File: config.mk
export PLATFORM = sky130hd
export DESIGN_NAME = fx_slave
export DESIGN_NICKNAME = d
export VERILOG_FILES = /design/src/rtl/fx_slave.sv
export SDC_FILE = /design/constraint.sdc
export NUM_CORES = 1
export LEC_CHECK = 0
export CAP_MARGIN = 15
export CORE_ASPECT_RATIO = 1.1
export CORE_MARGIN = 2
export CORE_UTILIZATION = 40
export CTS_BUF_LIST = sky130_fd_sc_hd__clkbuf_4 sky130_fd_sc_hd__clkbuf_8
export CTS_CLUSTER_DIAMETER = 50
export DETAILED_ROUTE_END_ITERATION = 16
export PLACE_DENSITY = 0.67
export SKIP_CTS_REPAIR_TIMING = 1
export SLEW_MARGIN = 0
export SYNTH_ARGS = -nofsm -noshare
export SYNTH_HDL_FRONTEND = slang
export SYNTH_SLANG_ARGS = --single-unit
export TNS_END_PERCENT = 5
File: constraint.sdc
create_clock -name clk_sys -period 5 [get_ports clk_sys]
set_input_delay 1 -clock clk_sys [delete_from_list [all_inputs] [get_ports clk_sys]]
set_output_delay 1 -clock clk_sys [all_outputs]
set_load 0.05 [all_outputs]
File: src/rtl/fx_slave.sv
`default_nettype none
// ============================================================================
// fx_slave : fx bus responder with ID/CTRL/STAT/FCNT registers and a byte
//            write FIFO drained to a ready/valid stream.
// Rev 1.0
// ============================================================================
module fx_slave #(
  parameter logic [21:0] BASE  = 22'h000100,
  parameter logic [7:0]  ID    = 8'hA5,
  parameter int          DEPTH = 16,
  parameter int          AW    = 4
) (
  input  logic        clk_sys,
  input  logic        rst_n,
  input  logic        fx_wr,
  input  logic [21:0] fx_waddr,
  input  logic [7:0]  fx_data,
  input  logic        fx_rd,
  input  logic [21:0] fx_raddr,
  output logic [7:0]  fx_q,
  output logic [7:0]  ctrl,
  output logic [7:0]  st_data,
  output logic        st_vld,
  input  logic        st_rdy
);

  localparam logic [7:0]    OFF_ID   = 8'h00;
  localparam logic [7:0]    OFF_CTRL = 8'h01;
  localparam logic [7:0]    OFF_STAT = 8'h02;
  localparam logic [7:0]    OFF_FCNT = 8'h03;
  localparam logic [7:0]    OFF_FIFO = 8'h04;
  localparam logic [AW:0]   CNT_FULL = (AW+1)'(DEPTH);
  localparam logic [AW:0]   CNT_ONE  = (AW+1)'(1);
  localparam logic [AW-1:0] PTR_ONE  = AW'(1);

  logic [7:0]    mem_q [DEPTH];
  logic [AW-1:0] wr_ptr_q, wr_ptr_d;
  logic [AW-1:0] rd_ptr_q, rd_ptr_d;
  logic [AW:0]   count_q, count_d;
  logic          ovf_q, ovf_d;
  logic [7:0]    ctrl_q, ctrl_d;
  logic [7:0]    rdata_q, rdata_d;

  logic       wr_hit, rd_hit;
  logic [7:0] woff, roff;
  logic       full, empty;
  logic       push, pop, ovf_set;
  logic [7:0] head, fcnt, rd_mux;

  assign wr_hit = fx_wr && (fx_waddr[21:8] == BASE[21:8]);
  assign rd_hit = fx_rd && (fx_raddr[21:8] == BASE[21:8]);
  assign woff   = fx_waddr[7:0];
  assign roff   = fx_raddr[7:0];

  assign full    = (count_q == CNT_FULL);
  assign empty   = (count_q == '0);
  assign head    = empty ? 8'h00 : mem_q[rd_ptr_q];
  assign fcnt    = 8'(count_q);

  // Fullness is judged on the pre-edge count, so a same-cycle pop never frees room.
  assign push    = wr_hit && (woff == OFF_FIFO) && !full;
  assign ovf_set = wr_hit && (woff == OFF_FIFO) && full;
  assign pop     = !empty && st_rdy;

  always_comb begin
    rd_mux = 8'h00;
    case (roff)
      OFF_ID:   rd_mux = ID;
      OFF_CTRL: rd_mux = ctrl_q;
      OFF_STAT: rd_mux = {ovf_q, 5'b00000, full, empty};
      OFF_FCNT: rd_mux = fcnt;
      OFF_FIFO: rd_mux = head;
      default:  rd_mux = 8'h00;
    endcase
  end

  always_comb begin
    wr_ptr_d = wr_ptr_q;
    rd_ptr_d = rd_ptr_q;
    count_d  = count_q;
    ovf_d    = ovf_q;
    ctrl_d   = ctrl_q;
    rdata_d  = rdata_q;

    if (push) wr_ptr_d = wr_ptr_q + PTR_ONE;
    if (pop)  rd_ptr_d = rd_ptr_q + PTR_ONE;

    case ({push, pop})
      2'b10:   count_d = count_q + CNT_ONE;
      2'b01:   count_d = count_q - CNT_ONE;
      default: count_d = count_q;
    endcase

    // A new overflow beats the clear-on-read of STAT.
    if (rd_hit && (roff == OFF_STAT)) ovf_d = 1'b0;
    if (ovf_set)                      ovf_d = 1'b1;

    if (wr_hit && (woff == OFF_CTRL)) ctrl_d = fx_data;
    if (rd_hit)                       rdata_d = rd_mux;
  end

  always_ff @(posedge clk_sys or negedge rst_n) begin
    if (!rst_n) begin
      wr_ptr_q <= '0;
      rd_ptr_q <= '0;
      count_q  <= '0;
      ovf_q    <= 1'b0;
      ctrl_q   <= 8'h00;
      rdata_q  <= 8'h00;
    end else begin
      wr_ptr_q <= wr_ptr_d;
      rd_ptr_q <= rd_ptr_d;
      count_q  <= count_d;
      ovf_q    <= ovf_d;
      ctrl_q   <= ctrl_d;
      rdata_q  <= rdata_d;
    end
  end

  always_ff @(posedge clk_sys) begin
    if (push) mem_q[wr_ptr_q] <= fx_data;
  end

  assign fx_q    = rdata_q;
  assign ctrl    = ctrl_q;
  assign st_data = head;
  assign st_vld  = !empty;

endmodule
`default_nettype wire

==> impl_table.tex <==
\begin{tabular}{lr}
\hline
Metric & Value \\
\hline
\multicolumn{2}{l}{\textbf{Pwr}} \\
\quad Switching Power & around 0.0013 W \\
\quad Power per unit of standard cell area & 449 nW/um\^{}2 \\
\quad Combinational group share of total power & approximately a third \\
\quad Fraction of power consumed by sequential logic & roughly 43\% \\
\quad Worst IR Drop VDD & $\sim$0.43 mV \\
\quad Power share of the clock group & around 25\% \\
\quad Switch share & roughly 34\% \\
\quad Power Internal & $\sim$0.0025 W \\
\quad Static Leakage & approximately 2.9 nW \\
\multicolumn{2}{l}{\textbf{Timing}} \\
\quad Setup-failing EPs final & 0 \\
\quad Transition at the pin with the smallest max-transition slack & approximately 0.9 ns \\
\quad Max-slew headroom & a little under 40\% \\
\quad Hold Slack & 0.512 ns \\
\quad Worst Setup Slack, final & 0.669 ns \\
\quad Setup TNS Final & 0 ns \\
\quad Clock skew after layout & between 0.007 and 0.008 ns \\
\quad Maximum achievable frequency & roughly 230 MHz \\
\quad Post-layout minimum cycle time & about 4.3 ns \\
\quad Portion of the clock cycle consumed by the worst path in the final layout & $\sim$87\% \\
\quad Setup repair after global routing missed its margin & no \\
\quad Number of hold violations in the final report & 0 \\
\quad Slew Viols, Final & 0 \\
\multicolumn{2}{l}{\textbf{Global routing}} \\
\quad Met2 track utilization from global routing & 28.8\% \\
\quad Remaining global-route overflow & 0 \\
\quad Global-route total usage across every layer & between 10\% and 20\% \\
\quad Maximum number of pins on one net before global-route repair & 31 \\
\quad Global-route wire length before repair & roughly 23 mm \\
\quad Number of antenna violations at the first check in global routing & 0 \\
\quad Via count of the first global-routing pass & 4023 \\
\quad GRT busiest layer & met2 \\
\quad Global routing usage on met3 & 3.95\% \\
\quad Met1 GRT Util & 21.4\% \\
\multicolumn{2}{l}{\textbf{Placement}} \\
\quad Last weighted congestion value of the routability-driven placer & roughly 0.82 \\
\quad Standard cell area after detailed placement & 7920 sq um \\
\quad Worst slack, placed & 0.942 ns \\
\quad Total of buffers placed on input and output ports & a little over 80 \\
\quad DP HPWL & 10.7 mm \\
\multicolumn{2}{l}{\textbf{Synth}} \\
\quad Post-synthesis cell count & roughly 410 \\
\quad Number of synthesized flops with an enable pin & 128 \\
\quad Number of warnings printed during yosys synthesis & 0 \\
\quad Synth Flop Type & sky130\_fd\_sc\_hd\_\_edfxtp\_1 \\
\quad Synthesized area per cell & roughly 17 sq um \\
\quad Register area share after synthesis & 67.2\% \\
\quad Async set or reset register ratio after synthesis & a little under a fifth \\
\quad Synth Net Count & approximately 470 \\
\quad Cell area after synthesis & roughly 7000 sq um \\
\quad Register bit total from synthesis & $\sim$160 \\
\quad Cell variety after synth & 55 \\
\multicolumn{2}{l}{\textbf{Setup path}} \\
\quad Crit path max fanout & 15 \\
\quad Arrival time of the worst setup path & about 3.3 ns \\
\quad Kind of start point of the critical path & flop \\
\quad Crit path required time & approximately 4 ns \\
\quad Critical path class & flop to output port \\
\quad Logic depth of the worst register-to-register path & 13 \\
\quad CP Capture Type & output port \\
\multicolumn{2}{l}{\textbf{Drt}} \\
\quad WL/cell & slightly above 20 um \\
\quad Number of vias after detailed routing & between 3000 and 4000 \\
\quad Average via count per standard cell & about 5.4 \\
\quad Routed Wire Length & about 15 mm \\
\quad Detailed router's first-iteration violation count & slightly above 200 \\
\quad Detail Route Antenna Nets & 0 \\
\quad DRC violations left & 0 \\
\quad First-pass detailed-route iteration total & 5 \\
\multicolumn{2}{l}{\textbf{Clock tree}} \\
\quad Total clock buffers created by CTS & 17 \\
\quad Insertion delay of the later-clocked pin in the worst-skew pair & $\sim$0.45 ns \\
\quad Clk sink count & approximately 160 \\
\quad Total number of H-tree levels & 4 \\
\quad CTS tree & done \\
\quad Clock root buffer & sky130\_fd\_sc\_hd\_\_clkbuf\_8 \\
\quad Clock buffer depth & 2 \\
\quad Clock input transition at the sequential cells of the worst setup and hold paths & $\sim$0.090 ns \\
\multicolumn{2}{l}{\textbf{Finish}} \\
\quad Antenna cells & 0 \\
\quad Area overhead of the layout relative to synthesis & 21.5\% \\
\quad Design area & slightly above 8000 sq um \\
\quad Ratio of cells with drive above 1 in the final layout & between 10\% and 20\% \\
\quad Total number of nets in the final design & 568 \\
\multicolumn{2}{l}{\textbf{Die}} \\
\quad Total die area & approximately 18000 sq um \\
\quad Starting Density & approximately two fifths \\
\quad Overall die width & roughly 130 um \\
\quad Number of placement rows & 50 \\
\quad Floorplan core area & $\sim$17000 sq um \\
\quad Die height & 141 um \\
\quad Boundary pin count & $\sim$80 \\
\multicolumn{2}{l}{\textbf{Worst hold path}} \\
\quad Number of stages on the worst hold path & 2 \\
\quad Hold/Removal Path Class & flop to flop \\
\multicolumn{2}{l}{\textbf{Outcome}} \\
\quad Outcome & complete, no violations \\
\multicolumn{2}{l}{\textbf{Run}} \\
\quad Count of max-cap constraint violations & 0 \\
\hline
\end{tabular}
-- cells by family (layout without fill, tap and decap cells) --
| group | after synthesis | in the layout | synth area share (%) |
|---|---|---|---|
| XOR/XNOR | 13 | 13 | 1.66 |
| AND/OR/NAND/NOR | 104 | 104 | 8.62 |
| flip-flops | 158 | 158 | 67.2 |
| adder cells (fa/ha/maj) | 8 | 8 | 1.46 |
| buffers and inverters | 28 | 137 | 2.10 |
| multiplexers | 60 | 60 | 15.4 |
| AO/OA/AOI/OAI | 36 | 36 | 3.62 |
-- sequential cells by signal, summed over array words and instances (netlist names) --
| signal | cells |
|---|---|
| count_q | 5 |
| ctrl | 8 |
| fx_q | 8 |
| mem_q | 128 |
| ovf_q | 1 |
| rd_ptr_q | 4 |
| wr_ptr_q | 4 |
-- final timing paths --
path,startpoint,slack [ns],end
worst max-delay path,rd_ptr_q[2]$_DFFE_PN0P_,0.67,st_data[0]
worst min-delay path,fx_q[7]$_DFFE_PN0P_,0.51,fx_q[7]$_DFFE_PN0P_
worst max register to register,count_q[1]$_DFFE_PN0P_,1.56,count_q[4]$_DFFE_PN0P_
worst min register to register,fx_q[7]$_DFFE_PN0P_,0.51,fx_q[7]$_DFFE_PN0P_
max in group asynchronous,rst_n,3.76,fx_q[2]$_DFFE_PN0P_
min in group asynchronous,rst_n,0.95,count_q[0]$_DFFE_PN0P_
-- final cells by class --
| class | count | area (sq um) |
|---|---|---|
| well taps | 208 | 260 |
| multi-input cells | 221 | 2100 |
| fillers | 1388 | 8580 |
| flip-flops and latches | 158 | 4590 |
| clock buffers | 17 | 234 |
| repair buffers | 97 | 931 |
| inverters | 8 | 30.0 |
| clock inverters | 15 | 160 |
-- critical path, cell delays in order, from the launching register on --
cell                              delay, ns
sky130_fd_sc_hd__dfrtp_1               0.91
sky130_fd_sc_hd__buf_4                 0.33
sky130_fd_sc_hd__mux4_2                0.52
sky130_fd_sc_hd__mux2i_1               0.16
sky130_fd_sc_hd__mux2_1                0.17
sky130_fd_sc_hd__nor2_1                0.05
sky130_fd_sc_hd__clkdlybuf4s50_1       0.73
-- power by group through the flow --
| stage | combinational [W] | clock, W | sequential (W) |
|---|---|---|---|
| after detailed placement | 0.00119 | 0 | 0.00165 |
| after floorplan | 0.000968 | 0 | 0.00152 |
| final | 0.00119 | 0.000933 | 0.00161 |
| after global placement | 0.00118 | 0 | 0.00164 |
| after global routing | 0.00126 | 0.00100 | 0.00163 |
| after CTS | 0.00119 | 0.000954 | 0.00162 |
-- cell usage after synthesis (all sizes together) (2+ instances only) --
master | instances | share of area [%]
o21ai | 10 | 0.73
o22ai | 4 | 0.37
nand2 | 16 | 0.88
or2 | 2 | 0.18
nand4 | 2 | 0.18
xor2 | 6 | 0.77
nand3 | 9 | 0.66
mux4 | 32 | 11
ha | 8 | 1.5
o221a | 2 | 0.33
nand3b | 4 | 0.49
o311a | 2 | 0.29
and4 | 2 | 0.26
nand2b | 7 | 0.64
buf | 16 | 1.4
mux2 | 16 | 3.1
and2 | 2 | 0.18
dfrtp | 30 | 11
xnor2 | 7 | 0.90
nor3 | 13 | 1.1
a21oi | 7 | 0.51
nor2 | 30 | 1.6
edfxtp | 128 | 56
nor4b | 4 | 0.51
a211oi | 2 | 0.22
mux2i | 12 | 1.8
clkbuf | 4 | 0.22
nor4 | 8 | 1.4
inv | 8 | 0.44
-- routing by layer --
layer | wire length, um | vias up
met5 | 0 | -
met4 | 245 | 0
met3 | 855 | 15
met2 | 7600 | 129
met1 | 6240 | 1976
li1 | - | 1787
-- placed cells by master, fill, tap and decap left out, types with 7 or more instances in the layout --
cell and count:
sky130_fd_sc_hd__nand3_1 9, sky130_fd_sc_hd__mux4_2 32, sky130_fd_sc_hd__clkdlybuf4s50_1 81, sky130_fd_sc_hd__nor2_1 30, sky130_fd_sc_hd__xnor2_1 7, sky130_fd_sc_hd__clkbuf_8 17
sky130_fd_sc_hd__edfxtp_1 128, sky130_fd_sc_hd__buf_4 16, sky130_fd_sc_hd__mux2_4 8, sky130_fd_sc_hd__inv_1 7, sky130_fd_sc_hd__nand2_1 16, sky130_fd_sc_hd__mux2i_1 12
sky130_fd_sc_hd__nor3_1 11, sky130_fd_sc_hd__ha_1 8, sky130_fd_sc_hd__a21oi_1 7, sky130_fd_sc_hd__nand2b_1 7, sky130_fd_sc_hd__dfrtp_1 30
-- per-stage QoR --
| step | power [W] | utilization (%) | std cells |
|---|---|---|---|
| 2_1_floorplan | 0.00248 | - | 407 |
| 3_3_place_gp | 0.00282 | 46.9 | 692 |
| 3_5_place_dp | 0.00284 | 46.9 | 692 |
| 4_1_cts | 0.00377 | 49.2 | 724 |
| 5_1_grt | 0.00390 | 49.2 | 724 |
| 6_report | 0.00373 | 49.2 | 724 |
(Power assumes the default switching activity.)
==> edit: new RTL, config.mk and constraints unchanged <==
`rdata_q` no longer has a reset.
--- a/src/rtl/fx_slave.sv
+++ b/src/rtl/fx_slave.sv
@@ -106,15 +106,17 @@
       count_q  <= '0;
       ovf_q    <= 1'b0;
       ctrl_q   <= 8'h00;
-      rdata_q  <= 8'h00;
     end else begin
       wr_ptr_q <= wr_ptr_d;
       rd_ptr_q <= rd_ptr_d;
       count_q  <= count_d;
       ovf_q    <= ovf_d;
       ctrl_q   <= ctrl_d;
-      rdata_q  <= rdata_d;
     end
+  end
+
+  always_ff @(posedge clk_sys) begin
+    rdata_q <= rdata_d;
   end
 
   always_ff @(posedge clk_sys) begin
Function: changed (a bounded check fails within 4 cycles, from zero or initial values and one cycle with rst_n low).
==> edit against the unedited design <==
First-iteration DRC count increased by 83%. Final area decreased by 3.4%. Largest cell class unchanged. Clock skew increased by 0.0032 ns. Sequential cell count unchanged. Routed wire length decreased by 3.1%. Power decreased by 1.1%. Area after synthesis decreased by 3.0%. Setup slack got worse by 0.11 ns.
==> edit: results (changes against the unedited design) <==
Outcome
  • Status: finished, final reports clean

Global route
  • First-pass GRT wire length: 22200 um (-2.5%)
  • Met3 usage: 0.0382 (-0.00127)
  • GRT Total Usage: 0.169 (-0.00179)
  • GR Util met1: 0.218 (+0.00356)
  • Global-route met2 utilization: 0.283 (-0.00600)
  • Maximum number of pins on one net before global-route repair: 40 (+29%)
  • Number of global-route vias before repair: 3956 (-1.7%)

Layout
  • FF+latch count: 158 (unchanged)
  • Multi-input combinational area share: 0.234 (-0.0192)
  • Multi-In Gates: 208 (-5.9%)
  • Sequential portion of the cell area: 0.578 (+0.0248)
  • Number of ordinary inverters in the final layout: 9 (+1)
  • Buffers excl. clock: 87 (-10%)
  • Number of fill cells in the layout: 1357 (-2.2%)
  • Share of layout cells above drive strength 1: 0.154 (-0.0435)
  • Post-layout nets: 546 (-3.9%)
  • Antenna cell count: 0 (unchanged)
  • Signal buf overhead: 0.107 (-0.00537)
  • Clock network area share: 0.0461 (-0.00128)
  • # clk buffers: 19 (+2)

Synth
  • Largest cells by area after synthesis: edfxtp_1 (62%), mux4_2 (9.5%), dfrtp_1 (8.3%)
  • Synth async-reset ratio: 0.139 (-0.0506)
  • Synthesized-area fraction occupied by ao, oa, aoi and oai cells: 0.0485 (+0.0123)
  • Syn_nets: 460 (-2.5%)
  • Number of library cell types mapped by synthesis: 48 (-13%)
  • Sequential fraction of the synthesis area: 0.699 (+0.0271)
  • Xor/xnor cell area share of the yosys netlist: 0.0172 (+0.000521)
  • Most instantiated cells after synthesis: edfxtp_1 (136), nor2_1 (35), mux4_2 (28), dfrtp_1 (22), nand2_1 (17)
  • Fraction of the mapped netlist area in adder cells: 0.0151 (+0.000458)
  • Mux contribution to synthesized area: 0.124 (-0.0299)
  • Number of synthesized flops with an enable pin: 136 (+6.3%)

Drt
  • Met2 WL post-DR: 7320 um (-3.7%)
  • WL met1: 6030 um (-3.4%)
  • Total via count in the routed design: 3806 (-2.6%)
  • DRT iter0 DRCs: 377 (+83%)
  • Met3 layer wire length in the routed design: 772 um (-9.7%)
  • Wirelength per Cell: 20.8 um (+0.62%)

Setup path
  • Cell with the largest stage delay on the worst path: dfrtp_2
  • CP Max Fanout: 32 (+17)

Power and ir drop
  • Power in the clock group: 0.886 mW (-5.0%)
  • Seq group: approximately 1.6 mW
  • Leakage power of the design: 2.72 nW (-5.2%)
  • Cell internal power dissipation: 2.45 mW (-0.58%)
  • Peak supply drop: 0.519 mV (+20%)

Clocking
  • Clock tree root buffer cell: clkbuf_8
  • Clk_lat worst skew: 0.43 ns (-0.02 ns)

Placement
  • Routability congestion estimate from global placement: 0.811 (-1.5%)
  • Sum of net half-perimeters after detailed placement: 10000 um (-6.7%)
  • DP Worst Slack: 0.764 ns (-0.178 ns)

STA
  • Worst-case headroom to the max-slew limit: 0.321 (-0.0703)
  • Setup skew after layout: 0.0103 ns (+0.00320 ns)
edit: final timing paths:
kind / from / to / slack (ns) / cells past startpoint
min in group asynchronous: rst_n / count_q[0]$_DFFE_PN0P_ / 1.12 / 1
hold reg to reg: count_q[4]$_DFFE_PN0P_ / count_q[4]$_DFFE_PN0P_ / 0.53 / 1
setup reg to reg: count_q[1]$_DFFE_PN0P_ / count_q[4]$_DFFE_PN0P_ / 1.91 / 12
max in group asynchronous: rst_n / rd_ptr_q[0]$_DFFE_PN0P_ / 3.18 / 1
setup / recovery: rd_ptr_q[0]$_DFFE_PN0P_ / st_data[1] / 0.55 / 6
hold / removal: count_q[4]$_DFFE_PN0P_ / count_q[4]$_DFFE_PN0P_ / 0.53 / 1
edit: metrics by stage:
step                instance area (um^2)  power [mW]  cells  hold slack (ns)
finish                              8030        3.69    697            0.529
global route                        8030        3.86    697            0.542
CTS                                 8030        3.71    697            0.526
detailed placement                  7660        2.84    666            0.510
global placement                    7660        2.82    666            0.514
floorplan                           6630        2.46    395            0.476
